File: src/rtl/ppg_window_stats.sv
// ppg_window_stats: splits the multiplexed PPG ADC stream into IR and RED
// channels, drops settling samples after LED switches or front-end config
// changes, and reports per-window AC (max-min), DC (mean) and saturation.
module ppg_window_stats #(
  parameter int WIN_LOG2 = 6,
  parameter int SETTLE   = 2
) (
  input  logic       clk,
  input  logic       rst_n,
  input  logic       enable,
  input  logic       sample_valid,
  input  logic [7:0] ADC,
  input  logic       LED_IR,
  input  logic       LED_RED,
  input  logic [6:0] DC_Comp,
  input  logic [3:0] PGA_Gain,
  output logic [7:0] ir_ac,
  output logic [7:0] ir_dc,
  output logic       ir_sat,
  output logic       ir_valid,
  output logic [7:0] red_ac,
  output logic [7:0] red_dc,
  output logic       red_sat,
  output logic       red_valid
);

  localparam int SUM_W = 8 + WIN_LOG2;
  localparam int CNT_W = WIN_LOG2;
  localparam logic [CNT_W-1:0] CNT_LAST = CNT_W'((1 << WIN_LOG2) - 1);
  localparam logic [3:0] SETTLE_C = 4'(SETTLE);

  typedef enum logic [1:0] {ST_IDLE, ST_SETTLE, ST_ACCUM} state_t;
  typedef enum logic [1:0] {CH_NONE, CH_IR, CH_RED} chan_t;

  state_t state_q, state_d;
  chan_t  chan_q, chan_d, dec_chan;
  logic [3:0] settle_q, settle_d, settle_eff;
  logic [6:0] dc_comp_q;
  logic [3:0] pga_gain_q;

  // Index 0 holds the IR channel, index 1 the RED channel.
  logic [7:0]       min_q [2];
  logic [7:0]       min_d [2];
  logic [7:0]       max_q [2];
  logic [7:0]       max_d [2];
  logic [SUM_W-1:0] sum_q [2];
  logic [SUM_W-1:0] sum_d [2];
  logic [CNT_W-1:0] cnt_q [2];
  logic [CNT_W-1:0] cnt_d [2];
  logic             sat_q [2];
  logic             sat_d [2];
  logic [7:0]       ac_q [2];
  logic [7:0]       ac_d [2];
  logic [7:0]       dc_q [2];
  logic [7:0]       dc_d [2];
  logic             sat_out_q [2];
  logic             sat_out_d [2];
  logic             valid_q [2];
  logic             valid_d [2];

  logic             cfg_change, strobe, chan_switch;
  logic             accept, clear_all, acc_sel;
  logic [7:0]       min_n, max_n;
  logic [SUM_W-1:0] sum_n;
  logic             sat_n;

  // Decode the LED selects and detect switches / front-end reconfiguration.
  always_comb begin
    dec_chan = CH_NONE;
    if (LED_IR && !LED_RED) begin
      dec_chan = CH_IR;
    end else if (LED_RED && !LED_IR) begin
      dec_chan = CH_RED;
    end
    cfg_change  = (DC_Comp != dc_comp_q) || (PGA_Gain != pga_gain_q);
    strobe      = sample_valid && (dec_chan != CH_NONE);
    chan_switch = strobe && (chan_q != CH_NONE) && (dec_chan != chan_q);
    // A switch reloads the settle count before this strobe is judged, so the
    // switching sample itself becomes the first discard.
    settle_eff  = chan_switch ? SETTLE_C : settle_q;
    acc_sel     = (dec_chan == CH_RED);
  end

  // Control FSM: decide whether this strobe is discarded or accepted.
  always_comb begin
    state_d   = state_q;
    settle_d  = settle_q;
    chan_d    = chan_q;
    accept    = 1'b0;
    clear_all = 1'b0;
    if (!enable) begin
      state_d   = ST_IDLE;
      settle_d  = SETTLE_C;
      chan_d    = CH_NONE;
      clear_all = 1'b1;
    end else begin
      case (state_q)
        ST_IDLE: begin
          state_d   = ST_SETTLE;
          settle_d  = SETTLE_C;
          clear_all = 1'b1;
        end
        default: begin
          if (cfg_change) begin
            clear_all = 1'b1;
            settle_d  = SETTLE_C;
            state_d   = ST_SETTLE;
          end else if (strobe) begin
            chan_d = dec_chan;
            if (settle_eff == 4'd0) begin
              accept   = 1'b1;
              settle_d = 4'd0;
              state_d  = ST_ACCUM;
            end else begin
              settle_d = settle_eff - 4'd1;
              state_d  = ST_SETTLE;
            end
          end
        end
      endcase
    end
  end

  // Window datapath: fold accepted samples in and publish finished windows.
  always_comb begin
    min_n = (ADC < min_q[acc_sel]) ? ADC : min_q[acc_sel];
    max_n = (ADC > max_q[acc_sel]) ? ADC : max_q[acc_sel];
    sum_n = sum_q[acc_sel] + SUM_W'(ADC);
    sat_n = sat_q[acc_sel] || (ADC == 8'd0) || (ADC == 8'd255);
    for (int c = 0; c < 2; c++) begin
      min_d[c]     = min_q[c];
      max_d[c]     = max_q[c];
      sum_d[c]     = sum_q[c];
      cnt_d[c]     = cnt_q[c];
      sat_d[c]     = sat_q[c];
      ac_d[c]      = ac_q[c];
      dc_d[c]      = dc_q[c];
      sat_out_d[c] = sat_out_q[c];
      valid_d[c]   = 1'b0;
      if (clear_all) begin
        min_d[c] = 8'hFF;
        max_d[c] = 8'h00;
        sum_d[c] = '0;
        cnt_d[c] = '0;
        sat_d[c] = 1'b0;
      end else if (accept && (acc_sel == 1'(c))) begin
        if (cnt_q[c] == CNT_LAST) begin
          ac_d[c]      = max_n - min_n;
          dc_d[c]      = 8'(sum_n >> WIN_LOG2);
          sat_out_d[c] = sat_n;
          valid_d[c]   = 1'b1;
          min_d[c]     = 8'hFF;
          max_d[c]     = 8'h00;
          sum_d[c]     = '0;
          cnt_d[c]     = '0;
          sat_d[c]     = 1'b0;
        end else begin
          min_d[c] = min_n;
          max_d[c] = max_n;
          sum_d[c] = sum_n;
          cnt_d[c] = cnt_q[c] + CNT_W'(1);
          sat_d[c] = sat_n;
        end
      end
    end
  end

  // State, accumulator and result registers; async reset wipes everything.
  always_ff @(posedge clk or negedge rst_n) begin
    if (!rst_n) begin
      state_q    <= ST_IDLE;
      chan_q     <= CH_NONE;
      settle_q   <= SETTLE_C;
      dc_comp_q  <= '0;
      pga_gain_q <= '0;
      for (int c = 0; c < 2; c++) begin
        min_q[c]     <= 8'hFF;
        max_q[c]     <= 8'h00;
        sum_q[c]     <= '0;
        cnt_q[c]     <= '0;
        sat_q[c]     <= 1'b0;
        ac_q[c]      <= 8'h00;
        dc_q[c]      <= 8'h00;
        sat_out_q[c] <= 1'b0;
        valid_q[c]   <= 1'b0;
      end
    end else begin
      state_q    <= state_d;
      chan_q     <= chan_d;
      settle_q   <= settle_d;
      dc_comp_q  <= DC_Comp;
      pga_gain_q <= PGA_Gain;
      for (int c = 0; c < 2; c++) begin
        min_q[c]     <= min_d[c];
        max_q[c]     <= max_d[c];
        sum_q[c]     <= sum_d[c];
        cnt_q[c]     <= cnt_d[c];
        sat_q[c]     <= sat_d[c];
        ac_q[c]      <= ac_d[c];
        dc_q[c]      <= dc_d[c];
        sat_out_q[c] <= sat_out_d[c];
        valid_q[c]   <= valid_d[c];
      end
    end
  end

  assign ir_ac     = ac_q[0];
  assign ir_dc     = dc_q[0];
  assign ir_sat    = sat_out_q[0];
  assign ir_valid  = valid_q[0];
  assign red_ac    = ac_q[1];
  assign red_dc    = dc_q[1];
  assign red_sat   = sat_out_q[1];
  assign red_valid = valid_q[1];

endmodule

File: config.mk
export PLATFORM = sky130hd
export DESIGN_NAME = ppg_window_stats
export DESIGN_NICKNAME = d
export VERILOG_FILES = /design/src/rtl/ppg_window_stats.sv
export SDC_FILE = /design/constraint.sdc
export NUM_CORES = 1
export LEC_CHECK = 0
export CORE_MARGIN = 3
export CORE_UTILIZATION = 35
export CTS_CLUSTER_DIAMETER = 100
export DETAILED_ROUTE_END_ITERATION = 8
export PLACE_DENSITY_LB_ADDON = 0.05
export SKIP_CTS_REPAIR_TIMING = 1
export SLEW_MARGIN = 0
export SYNTH_ARGS = -nofsm -noshare
export SYNTH_HDL_FRONTEND = slang
export SYNTH_SLANG_ARGS = --single-unit
File: constraint.sdc
create_clock -name clk -period 3.7 [get_ports clk]
set_input_delay 0.555 -clock clk [delete_from_list [all_inputs] [get_ports clk]]
set_output_delay 0.555 -clock clk [all_outputs]
set_load 0.01 [all_outputs]
* After elaboration in Yosys (flattened, before gate mapping)
Index checks and enable logic that the tools add are counted.
** Cells by class
- Bitwise gates (word level) :: 3
- Reduce and logical (&&, ||, !) cells :: 22
- Equal/unequal tests :: 11
- Add/subtract/negate cells :: 5
- Multiplexer cells :: 75
- Order comparisons :: 3
** Operators with widths (number)
- 8-bit two-way mux :: 20
- 14-bit two-way mux :: 9
- 6-bit two-way mux :: 6
- 4-bit two-way mux :: 6
- 1-bit two-way mux :: 23
- 2-bit two-way mux :: 11
- 14-bit by 8-bit adder with 14-bit output :: 1
- 6-bit by 1-bit adder with 6-bit output (second input constant) :: 2
- 6-bit == test (second input constant) :: 2
- 3-bit AND reduction :: 3
- 8-bit == test (second input constant) :: 1
- 8-bit > comparator :: 1
- 8-bit logical NOT :: 1
- 8-bit less-than comparator :: 1
- 2-bit nonzero test :: 4
- 8-bit subtractor :: 1
- 1-bit logical AND :: 7
- 7-bit != test :: 1
- 4-bit logical NOT :: 1
- 2-bit != test (second input constant) :: 2
- 4-bit by 1-bit != test with 1-bit output (second input constant) :: 1
- 4-bit != test :: 1
- 4-bit by 1-bit subtractor with 4-bit output (second input constant) :: 1
- 1-bit logical OR :: 3
- 8 further kinds :: 10
** Storage, ports and cells
- Input bits :: 25
- Word-level logic and storage cells :: 142
- Register bits after elaboration :: 129
- Output and inout bits :: 36

* Logic depth before layout (Yosys ltp)
- Depth after elaboration :: 18
- Gate-level depth with buffers :: 22
- Gate-level depth less buffers :: 19

* Least setup slack after synthesis
Ideal clock, no wire load.
- Kind :: in2reg
- From :: in LED_IR
- To :: reg ac_q, in the netlist red_ac[6]
- Setup time :: 0.132 ns
- Cell stages on the path :: 21
- Data arrival time :: 4.293 ns
- Setup slack :: -0.725 ns
- Required time :: 3.568 ns
- Cells stage by stage :: inv_1 > ha_1 > buf_4 > buf_2 > buf_2 > mux2i_1 > ha_1 > and3_1 > o21ai_1 > a31oi_1 > o22ai_2 > clkbuf_1 > a21oi_1 > ha_1 > nor2b_1 > o21ai_0 > nand2b_1 > a21o_1 > a21oi_1 > xor2_1 > o21ai_1
** Between the ends
- Cells in the longest elaborated chain, start to end :: 17
- Elaborated cells between the ends (all ways) :: 32
- Those cells by class :: add/sub (1); order compare (2); eq/ne (2); mux (16); bitwise (1); reduce/logical (10)
** RTL lines
- start: declaration :: RTL line 13 : input logic LED_IR,
- 1-bit logical NOT :: RTL line 72 : end else if (LED_RED && !LED_IR) begin
- 1-bit logical AND :: RTL line 72
- 2-bit two-way mux :: RTL line 72
- 2-bit two-way mux * :: RTL line 70 : if (LED_IR && !LED_RED) begin
- branches (longest 13 deep; another with 8-bit > comparator)
- end signal: indexed assignment :: RTL line 199 : ac_q[c] <= ac_d[c];
- end: declaration :: RTL line 52 : logic [7:0] ac_q [2];
Every way passes the cells marked *. The select of a mux whose other input is x is not followed.
A chain may end at the register's enable or synchronous reset.

* Worst setup path after layout
Same ends and word-level chain as after synthesis.

==> reports/metrics.cfg <==
[sta]
tightestPinTransition_ns = 0.778
setup_viol = 0
fmax_mhz = 277
timing.final.crit_share = 0.975
final_hold_viol_count = 0
setup_ws_ns = 0.0914
skew_ns = 0.0117
final.min_clock_period_ns = 3.61
finalMaxSlewViolations = 0
tns_ns = 0
rsz0062_at_grt = yes
timing.slew.headroom = 0.481

[synth]
synth-async-reset-ratio = 1.00
yosysUniqueCellTypes = 58
synth_area_leader_cell = dfrtp_1
ys_seq_area_frac = 0.487
synth_edf_count = 0
synthCells = 653
yosysWarnings = 0
yosysTopAreaCellShare = 0.420
ys_ff_latch = 129
ys_top_cells_by_area = dfrtp_1 (42%), dfstp_2 (6.7%), ha_1 (6.4%)
synthFlopType = dfrtp_1
synth_area_per_cell_um2 = 10.2
synth_nets = 714
syn_area_mm2 = 0.00668

[critical_path]
crit_path_frequent_cell = ha_4
cp-start-kind = input pin
path_class = input pin to flip-flop
required_ns = 4.01
slowest_delay_ns = 0.30
path_delay_family = compound AO/OA/AOI/OAI gates
r2r_slack_ns = 0.33
cp-end-kind = flip-flop
critPathMaxFanout = 7
worstPathArrival_ns = 3.92
cp_slowest_cell = mux2_4
crit_buf_inv = 5
cp_cell_sequence = buf_12, inv_12, ha_4, buf_12, mux2i_4, ha_4, nor2b_4, o21ai_2, a31oi_1, o22ai_2, buf_4, mux2_4, inv_4, ha_4, fa_2, nor2b_1, o21ai_1, nand2b_1, a21o_1, a21oi_2, xor2_2, o21ai_1
timing.rr.start = min_q[7]$_DFFE_PN1P_
ff2ff_path_depth = 15
r2r_end = red_ac[6]$_DFFE_PN0P_

[pwr]
p_leak_uw = 0.00396
clkPwrFrac = 0.485
switching_power_uw = 881
p_comb_frac = 0.106
powerDensity_mw_per_mm2 = 385
p_int_uw = 2600
swShare = 0.253
p_seq_frac = 0.409
irDropWorstVdd_mv = 0.303

[placed_design]
dp_cells = 1003
dp_slack_ns = -0.929
numPortBuffers = 60
place.gp.congestion = 0.878
placed_area_mm2 = 0.00819
dp_hpwl_mm = 13.6

[global_route]
overflow = 0
antenna_found_initial = 0
grt_pass1_wl_mm = 30.3
grt_pass1_vias = 5558
grtUsageTotal = 0.189
grt_max_degree = 59

[drt]
route.detailed.drc = 0
vias_per_cell = 5.21
drtAntennaViolNets = 0
initialDrtViolationCount = 325
post_drt_wl_per_cell_um = 18.1
finalWirelength_mm = 18.9
dr.pass1.iters = 5
num_vias = 5424

[floorplanning]
die_x_um = 144
dieArea_mm2 = 0.0208
core_area_mm2 = 0.0183
num_rows = 49
start_util = 0.364
die_height_um = 144
io-pin-count = 61

[clock_network]
clock-root-buffer = clkbuf_16
cts_tree = built
numCtsBuffers = 17
clockBufferDepth = 2
cts_num_sinks = 129
clock_latency_ns = 0.43
htreeDepth = 4
cts.clk_slew.worst_paths_ns = 0.06

[layout]
final_cell_mix = dfrtp_1 (112), buf_4 (88), nand2_1 (74)
final_common_cell = dfrtp_1
syn_to_final_growth_pct = 35.1
final_design_area_no_fill_mm2 = 0.00902
final_util = 0.492
fill_cells = 1673
finalNetCount = 860
drive_gt1_frac = 0.273
antenna_cells = 0
stdcell_count = 1041

[status]
status = finished clean

[worst_hold_path]
worstHoldPathType = input pin to asynchronous set/reset pin

[job]
maxCapViolCount = 0

[per-layer routing]
metal  vias to the layer above  share of wire  GRT usage
met5                         -              0          0
met4                         0          0.012     0.0574
met3                        21          0.046     0.0380
met2                       115           0.46      0.298
met1                      2682           0.48      0.264
li1                       2606              -          -
[synthesized netlist by cell type, drive strengths merged, types with 2 or more instances]
cell type  instances
nand2             76
mux2              25
dfrtp            112
nor2              49
nor2b             14
a21o               7
nand3             11
xnor2             20
o21ai             70
or3                4
a31oi              5
nor3              10
xor2              13
ha                34
fa                 2
buf               18
and2               4
a32oi              3
inv               23
mux2i             19
and3               5
nand2b             6
a21oi             44
a22o              26
or2                2
dfstp             17
nand4             10
nor4               3
clkbuf             6
[worst register-to-register path, stage by stage, from the launching register on]
cell	delay, ns
dfstp_2	0.53
mux2_4	0.16
inv_1	0.06
ha_1	0.30
and4_1	0.24
o311ai_1	0.07
and3b_2	0.30
mux2_2	0.39
ha_4	0.25
nor2b_1	0.12
o21ai_1	0.11
nand2b_1	0.09
a21o_1	0.19
a21oi_2	0.18
xor2_2	0.18
o21ai_1	0.09
[cell families after synthesis]
logic type               after synthesis  share of synthesized area
XOR/XNOR                              33                     0.0433
AND/OR/NAND/NOR                      199                      0.145
flip-flops                           129                      0.487
multiplexers                          44                     0.0712
buffers and inverters                 47                     0.0328
adder cells (fa/ha/maj)               36                     0.0697
AO/OA/AOI/OAI                        165                      0.151
[worst max-delay path by stage]
stage                      start                    end  slack, ns  cells after the start
final                     LED_IR  red_ac[6]$_DFFE_PN0P_       0.09                     22
after global routing      LED_IR  red_ac[6]$_DFFE_PN0P_      -0.11                     22
after CTS                 LED_IR  red_ac[7]$_DFFE_PN0P_      -0.51                     20
after detailed placement  LED_IR  red_ac[7]$_DFFE_PN0P_      -0.93                     20
after global placement    LED_IR  red_ac[7]$_DFFE_PN0P_      -0.82                     20
after floorplan           LED_IR  red_ac[6]$_DFFE_PN0P_      -0.15                     22
[final cells by class]
type                       instances  area (µm²)  share of cell area
clock inverter                    15         159              0.0176
multi-input combinational        477        3480               0.385
tap                              229         287              0.0317
sequential                       129        3250               0.360
inverter                          23         101              0.0112
clock buffer                      17         425              0.0471
timing repair buffer             151        1330               0.147
[power by group through the flow]
stage	Combinational, µW	Clock, µW	Sequential (µW)
6_report	369	1690	1420
5_1_grt	407	1800	1420
4_1_cts	342	1730	1420
2_1_floorplan	160	0	1450
3_3_place_gp	332	0	1450
3_5_place_dp	340	0	1450
[registers in the layout (all words and copies together) (netlist names), 7 cells and up]
register,flops
dc_comp_q,7
red_dc,8
max_q,16
red_ac,8
sum_q,28
min_q,16
ir_dc,8
cnt_q,12
ir_ac,8
[stage by stage]
stage | total power (µW) | hold WS [ns]
3_5_place_dp | 1790 | 0.468
5_1_grt | 3630 | 0.249
2_1_floorplan | 1610 | 0.259
3_3_place_gp | 1780 | 0.456
6_report | 3480 | 0.179
4_1_cts | 3500 | 0.209
No activity file was read; power rests on OpenSTA's default activity.
